`src/rtl/timer_pkg.sv`:
```
// Shared constants for the programmable interval timer: FSM state encodings,
// mode encodings and a counter-width helper.
package timer_pkg;

  localparam logic [0:0] ST_IDLE = 1'b0;
  localparam logic [0:0] ST_RUN  = 1'b1;

  localparam logic MODE_ONESHOT  = 1'b0;
  localparam logic MODE_PERIODIC = 1'b1;

  // Bits needed to hold values 0..value, never less than one bit.
  function automatic int bits_for(input int unsigned value);
    if (value < 2)
      return 1;
    return $clog2(value + 1);
  endfunction

endpackage

```
`src/rtl/tick_prescaler.sv`:
```
// Divides clk down to a one-cycle tick every PRESCALE enabled cycles.
// With PRESCALE=1 the counter is pinned at zero, so tick simply follows en.
module tick_prescaler
  import timer_pkg::*;
#(
  parameter int PRESCALE = 1
) (
  input  logic clk,
  input  logic reset,
  input  logic clear,
  input  logic en,
  output logic tick
);

  localparam int CNT_W = bits_for(PRESCALE - 1);
  localparam logic [CNT_W-1:0] LAST = CNT_W'(PRESCALE - 1);

  logic [CNT_W-1:0] cnt;

  always_ff @(posedge clk) begin
    if (reset || clear)
      cnt <= '0;
    else if (en)
      cnt <= (cnt == LAST) ? '0 : cnt + 1'b1;
  end

  assign tick = en && (cnt == LAST);

endmodule

```
`src/rtl/prog_interval_timer.sv`:
```
// Programmable interval timer: run-time period with a shadow register,
// one-shot or periodic operation, start/stop control and a tick prescaler.
module prog_interval_timer
  import timer_pkg::*;
#(
  parameter int WIDTH          = 21,
  parameter int DEFAULT_PERIOD = 2000000,
  parameter int PRESCALE       = 1
) (
  input  logic             clk,
  input  logic             reset,
  input  logic             start,
  input  logic             stop,
  input  logic             mode,
  input  logic             period_load,
  input  logic [WIDTH-1:0] period_in,
  output logic             done,
  output logic             busy,
  output logic [WIDTH-1:0] count,
  output logic [WIDTH-1:0] period
);

  localparam logic [WIDTH-1:0] RESET_PERIOD = WIDTH'(DEFAULT_PERIOD);

  logic [0:0]       state;
  logic             mode_q;
  logic [WIDTH-1:0] shadow_period;
  logic             tick;
  logic             presc_clear;

  // Restarting or aborting realigns the prescaler so the first tick of a run
  // always lands PRESCALE cycles after the start.
  assign presc_clear = start | stop | (state != ST_RUN);

  tick_prescaler #(
    .PRESCALE(PRESCALE)
  ) u_prescaler (
    .clk  (clk),
    .reset(reset),
    .clear(presc_clear),
    .en   (state == ST_RUN),
    .tick (tick)
  );

  // stop outranks start; start outranks any tick, so a restart never emits done.
  // A one-shot run stays in RUN for the done cycle and drops out on the next.
  always_ff @(posedge clk) begin
    if (reset) begin
      state         <= ST_IDLE;
      count         <= '0;
      done          <= 1'b0;
      period        <= RESET_PERIOD;
      shadow_period <= RESET_PERIOD;
      mode_q        <= MODE_ONESHOT;
    end else begin
      done <= 1'b0;

      if (period_load)
        shadow_period <= period_in;

      if (stop) begin
        state <= ST_IDLE;
        count <= '0;
      end else if (start) begin
        state  <= ST_RUN;
        count  <= '0;
        period <= period_load ? period_in : shadow_period;
        mode_q <= mode;
      end else if (state == ST_RUN) begin
        if (done && (mode_q == MODE_ONESHOT)) begin
          state <= ST_IDLE;
          count <= '0;
        end else if (tick) begin
          if (count == period) begin
            done  <= 1'b1;
            count <= '0;
            if (mode_q == MODE_PERIODIC)
              period <= shadow_period;
          end else begin
            count <= count + 1'b1;
          end
        end
      end
    end
  end

  assign busy = (state == ST_RUN);

endmodule

```
`config.mk`:
```
export PLATFORM = sky130hd
export DESIGN_NAME = prog_interval_timer
export DESIGN_NICKNAME = d
export VERILOG_FILES = /design/src/rtl/timer_pkg.sv /design/src/rtl/tick_prescaler.sv /design/src/rtl/prog_interval_timer.sv
export SDC_FILE = /design/constraint.sdc
export NUM_CORES = 1
export LEC_CHECK = 0
export BUFFER_PORTS_ARGS = -buffer_cell sky130_fd_sc_hd__buf_2
export CORE_UTILIZATION = 49
export CTS_CLUSTER_DIAMETER = 40
export DETAILED_ROUTE_END_ITERATION = 12
export GPL_TIMING_DRIVEN = 0
export PLACE_DENSITY = 0.73
export SLEW_MARGIN = 20
export SYNTH_ARGS = -nofsm -noshare
export SYNTH_HDL_FRONTEND = slang
export SYNTH_SLANG_ARGS = --single-unit
```
`constraint.sdc`:
```
create_clock -name clk -period 1.9 [get_ports clk]
set_clock_uncertainty 0.2 [all_clocks]
set_input_delay 0.38 -clock clk [delete_from_list [all_inputs] [get_ports clk]]
set_output_delay 0.38 -clock clk [all_outputs]
set_load 0.02 [all_outputs]
```
==> results.cfg <==
[setup_path]
path_delay_family = buffers and inverters
crit_type = register to register
worstSetupStartpointType = register
reg2regPathDepth = 10
required_ns = 1.98
end_kind = register
critPathArrivalTime_ns = 2.08
r2r_start = count[15]
crit_chain = buf_6 > xnor2_1 > nand4_1 > nor4_4 > a21bo_1 > buf_6 > buf_6 > buf_8 > nor3_2 > a21oi_1
r2r_end = period[15]
cpMaxStageDelayCell = dfxtp_2
cp_common_cell = buf_6
critPathMaxFanout = 7
rrSetupSlack_ns = -0.10
critPathMaxStageDelay_ns = 0.32
critPathBufInv = 4

[timing]
hold_violations = 0
setup_slack_ns = -0.103
setup_viol = 33
slew_headroom_pct = 50.9
final.period_utilization_pct = 105
drv_slew = 0
min_period_ns = 2.00
fmax_ghz = 0.499
worst_pin_slew_ns = 0.737
setup_tns_ns = -1.59
grt_setup_unrepaired = true

[final_layout]
final_cell_mix = buf_2, nand2_1, dfxtp_1
postLayoutCoreUtil_pct = 70.2
diodes = 0
area_delta_synth_final_pct = 37.6
ff_latch_area_sq_um = 1400
final_area_sq_um = 4460
nNetsFinal = 493
drive_gt1_share_pct = 42.3
n_fill_cell = 489
multiInputGateArea_sq_um = 2020
layout_commonest_cell = buf_2

[power_and_ir_drop]
combPwrFrac_pct = 11.9
p_switching_w = 0.000865
switching_share_pct = 25.7
p_clk_share_pct = 44.3
peakVddDrop_mv = 0.606
p_leak_nw = 1.85
p_int_w = 0.00251
pwr-share-seq_pct = 43.8
power_per_cell_area_nw_per_um2 = 756

[clock_tree]
cts_buffers = 9
path_clk_slew_ns = 0.08
cts_buffer_depth = 2
cts.sinks = 66
clk_latency_ns = 0.35
cts_tree = done
clockRootBuffer = clkbuf_8
htreeDepth = 3

[place]
gp_congestion = 0.835
portBuffers = 68
dp_slack_ns = -0.326
dp_hpwl_mm = 5.94
place_area_sq_um = 3770

[route]
wire_per_inst_microns = 16.2
vias_per_cell = 5.66
drc = 0
dr.pass1.iters = 4
dr_total_vias = 3098
ant_nets = 0
drtIter0Drc = 101
wl_mm = 8.85

[job]
maxCapViolCount = 0

[synth]
ys_ff_latch = 66
ys_seq_area_share_pct = 40.8
ys_types = 42
syn-instance-count = 368
syn-num-nets = 396
yosysWarnings = 0
syn_avg_cell_area_sq_um = 8.80
synth_area_sq_um = 3240

[hold_path]
min_from = period_in[10]
whs_path_depth = 2
hold_path_class = input pin to register
min_to = shadow_period[10]

[die]
rows = 29
pin_count = 71
core-area_sq_um = 6350
die-area_sq_um = 6940
start_util_pct = 51.0
die_w_microns = 83.3
die_h_microns = 83.3

[status]
status = finished, violations left
violations = setup timing

[global_routing]
grt_pass1_vias = 2859
antenna_found_initial = 0
grt-ovfl-total = 0
grt_max_degree = 13
grt_first_pass_wirelength_mm = 14.0
grt_use_total_pct = 25.8
Yosys cell counts:
cell type   n  area share (%)
a22o_1      5             1.4
a211oi_1    8             1.9
a21bo_1     1            0.31
a311oi_2   12             5.6
or2_2       1            0.19
buf_2       5            0.77
and3_1     10             1.9
nor2_1     39             4.5
mux2_2      1            0.35
nor3_1     12             1.9
o2111ai_1   1            0.27
nand4_1     8             1.5
nor4b_1     1            0.27
o21ai_0     6            0.93
dfxtp_1    66              41
xnor2_1    16             4.3
buf_6       3             1.0
buf_4       2            0.46
nor4_1      1            0.19
mux2i_1    17             5.3
a22oi_1     1            0.23
a21oi_1    14             2.2
a21o_1      4            0.93
nor2b_1     7             1.4
clkbuf_1   20             2.3
and2_1      1            0.19
nand2_1    40             4.6
nand2b_1    3            0.58
nand3_1    26             4.0
xor2_1      8             2.2
o311ai_1    5             1.4
nor4_4      1            0.66
o211ai_1    1            0.23
or3_1       1            0.19
and4_1      4             1.1
o41ai_1     1            0.27
nand3b_1    2            0.46
inv_1       3            0.35
ha_1        1            0.39
a211o_1     7             1.9
o21a_1      1            0.23
a311oi_1    2            0.54
power groups by stage:
stage / Combinational, W / Clock (W) / Sequential (W)
6_report: 0.000403 / 0.00149 / 0.00148
5_1_grt: 0.000434 / 0.00158 / 0.00148
4_1_cts: 0.000388 / 0.00151 / 0.00147
3_5_place_dp: 0.000357 / 0 / 0.00150
3_3_place_gp: 0.000352 / 0 / 0.00150
2_1_floorplan: 0.000216 / 0 / 0.00153
sequential cells by signal, summed over array words and instances, names as in the netlist:
| register | cells |
|---|---|
| shadow_period | 21 |
| period | 21 |
| mode_q | 1 |
| count | 21 |
| done | 1 |
| busy | 1 |
how the worst max path moves through the flow:
stage	start	end	slack [ns]	cells past startpoint
after detailed placement	start	period[6]	-0.33	5
after global routing	period[14]	count[9]	-0.20	9
final	count[15]	period[15]	-0.10	10
after floorplan	count[4]	period[11]	-0.05	8
after CTS	period[14]	count[10]	-0.09	8
after global placement	start	count[5]	-0.29	6
metrics by stage:
step / hold slack (ns) / cells / power [W]
after global placement: 0.263 / 513 / 0.00185
after global routing: 0.0461 / 547 / 0.00350
final: 0.0412 / 547 / 0.00337
after CTS: 0.0332 / 545 / 0.00337
after floorplan: 0.247 / 368 / 0.00174
after detailed placement: 0.267 / 513 / 0.00186
what timing repair did:
item,in CTS,in global routing
hold buffers,0,0
cloned,3,1
setup buffers,14,1
resized for setup,45,28
hold endpoints to repair,0,0
setup endpoints to repair,39,42
pin swaps,21,6
layout make-up:
cell class,instances,area share (%)
buffer,29,4.21
clock buffer,10,3.09
clock inverter,6,2.53
inverter,3,0.253
multi-input combinational,269,45.3
sequential,66,31.3
tap,77,2.16
timing repair buffer,87,11.2
kinds of logic (layout without fill, tap and decap cells):
logic type | Yosys count | in the layout | synth area share, %
compound gates | 69 | 69 | 18.1
xor+xnor | 24 | 24 | 6.49
fa+ha+maj | 1 | 1 | 0.386
buf+inv | 33 | 135 | 4.94
flops | 66 | 66 | 40.8
mux | 18 | 18 | 5.60
simple gates | 157 | 157 | 23.7
metal layers:
layer  wire [microns]  vias up  global-route usage, %
li1                 -     1518                      -
met2             4390       83                   42.1
met5                0        -                      0
met4              311        0                   13.9
met1             3830     1471                   32.2
met3              315       26                   4.97
No activity file was read; power rests on OpenSTA's default activity.
